`src/rtl/reg_bank_reader.sv`:
```
// Purpose : register bank, one write port, two independent registered read
//           ports, plus a sequenced clear engine that zeroes one entry per cycle.
// Latency : 1 cycle from read request to oRdDataX/oRdValidX; clear takes DEPTH cycles.
// Backpr. : none - every request is answered; writes are dropped while oBusy=1.
// Ports   : CLK/RST (async, active-high); iWrEn/iWrAddr/iWrData write port;
//           iRdReqX/iRdAddrX -> oRdDataX/oRdValidX read ports A and B;
//           iClear starts the clear sequence, oBusy flags it in progress.
module reg_bank_reader #(
  parameter int DATA_W = 8,
  parameter int ADDR_W = 3
) (
  input  logic              CLK,
  input  logic              RST,
  input  logic              iWrEn,
  input  logic [ADDR_W-1:0] iWrAddr,
  input  logic [DATA_W-1:0] iWrData,
  input  logic              iRdReqA,
  input  logic [ADDR_W-1:0] iRdAddrA,
  output logic [DATA_W-1:0] oRdDataA,
  output logic              oRdValidA,
  input  logic              iRdReqB,
  input  logic [ADDR_W-1:0] iRdAddrB,
  output logic [DATA_W-1:0] oRdDataB,
  output logic              oRdValidB,
  input  logic              iClear,
  output logic              oBusy
);

  localparam int DEPTH = 1 << ADDR_W;

  typedef enum logic {IDLE, CLEAR} state_t;

  state_t            state;
  logic [ADDR_W-1:0] cnt;
  logic [DATA_W-1:0] mem [DEPTH];

  // Single effective write port into the bank: either the user write
  // (only in IDLE, and lost to a simultaneous iClear) or the clear engine.
  logic              wr_accept;
  logic              bank_we;
  logic [ADDR_W-1:0] bank_waddr;
  logic [DATA_W-1:0] bank_wdata;
  logic [DATA_W-1:0] rd_val_a;
  logic [DATA_W-1:0] rd_val_b;

  always_comb begin
    wr_accept  = iWrEn && (state == IDLE) && !iClear;
    bank_we    = 1'b0;
    bank_waddr = iWrAddr;
    bank_wdata = iWrData;
    if (state == CLEAR) begin
      bank_we    = 1'b1;
      bank_waddr = cnt;
      bank_wdata = '0;
    end else if (wr_accept) begin
      bank_we = 1'b1;
    end
  end

  // Write-first bypass: a read colliding with this edge's write (user or
  // clear) returns the value being written.
  always_comb begin
    rd_val_a = mem[iRdAddrA];
    rd_val_b = mem[iRdAddrB];
    if (bank_we && (bank_waddr == iRdAddrA)) rd_val_a = bank_wdata;
    if (bank_we && (bank_waddr == iRdAddrB)) rd_val_b = bank_wdata;
  end

  // Clear sequencer. oBusy is registered alongside the state so it is high
  // exactly for the DEPTH cycles the FSM spends in CLEAR.
  always_ff @(posedge CLK or posedge RST) begin
    if (RST) begin
      state <= IDLE;
      cnt   <= '0;
      oBusy <= 1'b0;
    end else begin
      case (state)
        IDLE: begin
          if (iClear) begin
            state <= CLEAR;
            cnt   <= '0;
            oBusy <= 1'b1;
          end
        end
        CLEAR: begin
          cnt <= cnt + ADDR_W'(1);  // wraps to 0 after the last entry
          if (cnt == ADDR_W'(DEPTH - 1)) begin
            state <= IDLE;
            oBusy <= 1'b0;
          end
        end
        default: begin
          state <= IDLE;
          oBusy <= 1'b0;
        end
      endcase
    end
  end

  always_ff @(posedge CLK or posedge RST) begin
    if (RST) begin
      for (int i = 0; i < DEPTH; i++) mem[i] <= '0;
    end else if (bank_we) begin
      mem[bank_waddr] <= bank_wdata;
    end
  end

  // Read responses: data only updates on a request, so it holds otherwise.
  always_ff @(posedge CLK or posedge RST) begin
    if (RST) begin
      oRdDataA  <= '0;
      oRdValidA <= 1'b0;
      oRdDataB  <= '0;
      oRdValidB <= 1'b0;
    end else begin
      oRdValidA <= iRdReqA;
      oRdValidB <= iRdReqB;
      if (iRdReqA) oRdDataA <= rd_val_a;
      if (iRdReqB) oRdDataB <= rd_val_b;
    end
  end

endmodule

```
`config.mk`:
```
export PLATFORM = sky130hd
export DESIGN_NAME = reg_bank_reader
export DESIGN_NICKNAME = d
export VERILOG_FILES = /design/src/rtl/reg_bank_reader.sv
export SDC_FILE = /design/constraint.sdc
export NUM_CORES = 1
export LEC_CHECK = 0
export CAP_MARGIN = 10
export CORE_AREA = 2 2 98 100
export CTS_BUF_LIST = sky130_fd_sc_hd__clkbuf_4 sky130_fd_sc_hd__clkbuf_8 sky130_fd_sc_hd__clkbuf_16
export DETAILED_ROUTE_END_ITERATION = 6
export DIE_AREA = 0 0 100 102
export PLACE_DENSITY = 0.79
export SYNTH_ARGS = -nofsm -noshare
export SYNTH_HDL_FRONTEND = slang
export SYNTH_SLANG_ARGS = --single-unit
```
`constraint.sdc`:
```
create_clock -name CLK -period 3 [get_ports CLK]
set_input_delay 0.6 -clock CLK [delete_from_list [all_inputs] [get_ports CLK]]
set_output_delay 0.6 -clock CLK [all_outputs]
set_load 0.1 [all_outputs]
```
## Word-level counts from Yosys, hierarchy flattened

Index checks and enable logic that the tools add are counted.

| storage, ports and cells | value |
|---|---|
| logic and storage cells | 59 |
| output and inout port bits | 19 |
| bits in registers | 87 |
| input port bits | 23 |

| operators by class | value |
|---|---|
| order comparisons | 4 |
| muxes and demuxes | 23 |
| reduce and logical (&&, ||, !) cells | 7 |
| add/subtract/negate cells | 1 |
| eq/ne operators | 5 |
| bitwise gates (word level) | 4 |

Operators by type and width:

| cell | count |
|---|---|
| $bwmux 64 | 1 |
| $mux 8 | 8 |
| $bmux 8 s3 | 2 |
| $demux 8 s3 | 1 |
| $ge 4x4->1 const B | 3 |
| $not 3->4 | 3 |
| $eq 3x3->1 | 2 |
| $mux 1 | 6 |
| $mux 3 | 2 |
| $pmux 3 s2 | 1 |
| $logic_and 1x1->1 | 5 |
| $lt 4x1->1 const B | 1 |
| $pmux 1 s2 | 2 |
| $add 3x1->3 const B | 1 |
| $eq 3x3->1 const B | 1 |
| $ne 2x1->1 const B | 1 |
| $ne 2x2->1 const B | 1 |
| $reduce_and 2->1 | 1 |
| $logic_not 1->1 | 1 |
| $not 1->1 | 1 |

## Longest topological paths before layout

| logic depth | value |
|---|---|
| depth in word-level cells | 7 |
| mapped depth | 6 |
| mapped depth without buffers | 4 |

## Worst setup path after synthesis

Ideal clock, no wire load.

| timing path | value |
|---|---|
| path type | input to register |
| start point | input iRdAddrB[1] |
| end point | register oRdDataB[1] |
| stages | 5 |
| data required time | 2.855 ns |
| setup slack | 0.912 ns |
| setup time | 0.145 ns |
| arrival | 1.942 ns |
| path buffers | 2 |
| path through | buf_2 buf_2 mux4_2 mux2i_1 o221ai_2 |

| between the ends | value |
|---|---|
| longest elaborated chain between the ends | 5 |
| elaborated cells on any way between the ends | 7 |
| classes of those cells | eq/ne: 1; mux: 4; bitwise: 1; reduce/logical: 1 |

Ends and longest elaborated chain:

| what | RTL line | source |
|---|---|---|
| from (decl) | 22 | `input logic [ADDR_W-1:0] iRdAddrB,` |
| $not 3->4 (implied by the code) | 64 | `rd_val_b = mem[iRdAddrB];` |
| $bmux 8 s3 | 64 |  |
| $mux 8 (implied by the code) (2 in series) | 64 |  |
| $mux 8 * | 66 | `if (bank_we && (bank_waddr == iRdAddrB)) rd_val_b = bank_wdata;` |
| to (signal assigned) | 119 | `if (iRdReqB) oRdDataB <= rd_val_b;` |
| to (decl) | 23 | `output logic [DATA_W-1:0] oRdDataB,` |

Mark *: on every way between the ends. The rest lies on a longest branch, timed or not. The select of a mux whose other input is x is not followed.
A chain may end at the register's enable or synchronous reset.

## Final worst setup path

| timing path | value |
|---|---|
| start point | register state |
| end point | register oRdDataB[5] |

| between the ends | value |
|---|---|
| longest elaborated chain between the ends | 7 |
| elaborated cells on any way between the ends | 10 |
| classes of those cells | eq/ne: 1; mux: 5; bitwise: 1; reduce/logical: 3 |

Ends and longest elaborated chain:

| what | RTL line | source |
|---|---|---|
| from (decl) | 33 | `state_t state;` |
| from (signal assigned) | 73 | `state <= IDLE;` |
| from (signal assigned) | 80 | `state <= CLEAR;` |
| from (signal assigned) | 88 | `state <= IDLE;` |
| $not 1->1 | - |  |
| $logic_and 1x1->1 (2 in series) | 47 | `wr_accept = iWrEn && (state == IDLE) && !iClear;` |
| $mux 1 | 55 | `end else if (wr_accept) begin` |
| $mux 1 | 51 | `if (state == CLEAR) begin` |
| $logic_and 1x1->1 | 66 |  |
| $mux 8 * | 66 |  |

Mark *: on every way between the ends. The rest lies on a longest branch, timed or not.

==> flow_metrics.env <==
export IMPL_io_pins=42
export IMPL_numCtsBuffers=9
export IMPL_grt_pass1_vias=2927
export IMPL_grt_max_degree=75
export IMPL_grt_pass1_wl_um=16200
export IMPL_avgRoutedWirePerCell_um=22.0
export IMPL_detailed_place_hpwl_um=7040
export IMPL_critPathTopFamily="simple AND/OR/NAND/NOR gates"
export IMPL_path_buf_inv=0
export IMPL_reg2reg_to="oRdDataB[5]$_DFFE_PP0P_"
export IMPL_n_antenna_cell=0
export IMPL_clock_skew_ns=0.0161
export IMPL_hold_viol=0
export IMPL_period_minus_slack_ns=2.43
export IMPL_die_h_um=102
export IMPL_fin_nets=383
export IMPL_ys_ff_latch=87
export IMPL_arrival_ns=2.71
export IMPL_clkSlewWorstSetupHoldPaths_ns=0.09
export IMPL_relSlewSlack=0.573
export IMPL_fp_dieW_um=100
export IMPL_clock_path_buffers=2
export IMPL_post_cts_buffers=0
export IMPL_area_sequential_um2=2180
export IMPL_drc=0
export IMPL_area_growth_syn_to_layout_pct=17.1
export IMPL_hold_class="in2async"
export IMPL_crit_fanout=17
export IMPL_multi_input_area_um2=2340
export IMPL_viasPerCell=6.04
export IMPL_grt_use_total=0.215
export IMPL_drt_iter0_drc=198
export IMPL_dieArea_um2=10200
export IMPL_gp_congestion=0.769
export IMPL_rr_startpoint="state$_DFF_PP0_"
export IMPL_clock_fmax_mhz=411
export IMPL_synth_yosys_seq_area_share=0.471
export IMPL_firstDrtPassIters=4
export IMPL_syn_area_um2=4630
export IMPL_worstMarginPinSlew_ns=0.639
export IMPL_cp_slowest_cell="or4b_1"
export IMPL_core_um2=9110
export IMPL_fin_area_um2=5420
export IMPL_endpoint_kind="flip-flop"
export IMPL_io_buffers=41
export IMPL_wl_um=10400
export IMPL_ir_drop_mv=0.439
export IMPL_power_leakage_nw=2.43
export IMPL_antenna_found_initial=0
export IMPL_clk_latency_ns=0.37
export IMPL_yosysUniqueCellTypes=31
export IMPL_rr_worst_depth=4
export IMPL_drv_slew=0
export IMPL_avgSynthCellArea_um2=14.8
export IMPL_final_cell_mix="87 x dfrtp_1, 67 x mux2_2, 32 x mux4_2, 27 x buf_4, 26 x nand2b_1"
export IMPL_ant_nets=0
export IMPL_tns_ns=0
export IMPL_cts_resized=0
export IMPL_num_vias=2858
export IMPL_cap_violations=0
export IMPL_layout_commonest_cell="dfrtp_1"
export IMPL_cts_tree="done"
export IMPL_cp_slowest_stage_delay_ns=0.77
export IMPL_start_util=0.508
export IMPL_status="complete, no violations"
export IMPL_root_buffer="clkbuf_8"
export IMPL_rsz0062_at_grt="false"
export IMPL_dpl_instance_area_um2=5160
export IMPL_fill_cells=701
export IMPL_fin_crit_sh=0.812
export IMPL_crit_chain="mux2i_4, xnor2_1, or4b_1, o221ai_2"
export IMPL_crit_required_ns=3.27
export IMPL_postCtsHoldBufs=0
export IMPL_cts_sinks=87
export IMPL_cp_start_kind="flip-flop"
export IMPL_p_per_area_nw_per_um2=1050
export IMPL_synth_edf_count=0
export IMPL_ys_async_sr_fraction=1.00
export IMPL_num_rows=35
export IMPL_drive_gt1_frac=0.434
export IMPL_reg2reg_slack_ns=0.57
export IMPL_htreeDepth=3
export IMPL_yosysWarnings=0
export IMPL_crit_type="reg2reg"
export IMPL_syn_nets=338
export IMPL_synthFlopType="dfrtp_1"
export IMPL_setup_viol=0
export IMPL_synth_cells=313
export IMPL_gr_total_overflow=0
sequential cells by signal, indices dropped and copies added (netlist names):
name	count
oBusy	1
oRdValidA	1
oRdDataB	8
state	1
cnt	3
mem	64
oRdDataA	8
oRdValidB	1
cell families (layout without fill, tap and decap cells):
logic type      Yosys count  in the layout  share of synthesized area
fa+ha+maj                 2              2                    0.00541
flops                    87             87                      0.471
mux                     117            117                      0.361
compound gates           26             26                     0.0590
buf+inv                  22             71                     0.0227
simple gates             51             51                     0.0660
xor+xnor                  8              8                     0.0151
layout make-up:
type / instances / area share
repair buffers: 52 / 0.0891
clock inverters: 6 / 0.0247
flip-flops and latches: 87 / 0.402
clock buffers: 9 / 0.0229
inverters: 4 / 0.00300
well taps: 111 / 0.0256
multi-input cells: 204 / 0.433
metrics by stage:
stage               setup slack, ns  utilization  hold WS (ns)  power, mW  std cells
floorplan                     0.150            -         0.491       4.01        313
CTS                           0.580        0.595         0.491       5.72        473
detailed placement            0.308        0.566         0.482       4.66        458
finish                        0.565        0.595         0.479       5.71        473
global placement              0.379        0.566         0.487       4.57        458
global route                  0.471        0.595         0.502       5.98        473
synth_stat cells (4+ instances only):
| cell type | count | area share |
|---|---|---|
| nand2b_1 | 26 | 0.035 |
| o221ai_2 | 8 | 0.026 |
| clkbuf_1 | 7 | 0.0057 |
| inv_1 | 4 | 0.0032 |
| mux2i_1 | 16 | 0.035 |
| nand2_1 | 6 | 0.0049 |
| mux2_2 | 67 | 0.16 |
| mux4_2 | 32 | 0.16 |
| dfrtp_1 | 87 | 0.47 |
| o221ai_1 | 8 | 0.015 |
| nor2b_1 | 8 | 0.011 |
| xnor2_1 | 8 | 0.015 |
| nor2_1 | 4 | 0.0032 |
| buf_2 | 8 | 0.0087 |
worst max-delay path by stage:
stage,from,endpoint,slack (ns),depth (start not counted)
after global placement,iClear,mem[2]$_DFFE_PP0P_,0.38,5
after floorplan,RST,cnt[0]$_DFFE_PP0P_,0.15,1
final,state$_DFF_PP0_,oRdDataB[5]$_DFFE_PP0P_,0.57,4
after global routing,state$_DFF_PP0_,oRdDataB[4]$_DFFE_PP0P_,0.47,4
after detailed placement,iClear,oRdDataB[4]$_DFFE_PP0P_,0.31,5
after CTS,state$_DFF_PP0_,oRdDataB[4]$_DFFE_PP0P_,0.58,4
report_power, final:
| part | switching, mW | leakage [nW] | internal (mW) | total [mW] |
|---|---|---|---|---|
| logic | 1.57 | 1.12 | 1.10 | 2.67 |
| registers | 0.351 | 1.18 | 1.62 | 1.97 |
| clock network | 0.428 | 0.129 | 0.633 | 1.06 |
| total | 2.35 | 2.43 | 3.36 | 5.71 |
routing by layer:
| layer | routed length (um) | vias up | part of all wire | track usage |
|---|---|---|---|---|
| met4 | 212 | 0 | 0.020 | 0.0695 |
| met2 | 4960 | 87 | 0.48 | 0.348 |
| met5 | 0 | - | 0 | 0 |
| li1 | - | 1288 | - | - |
| met1 | 4720 | 1472 | 0.45 | 0.295 |
| met3 | 500 | 11 | 0.048 | 0.0445 |
Power figures use the tool's default switching activity.
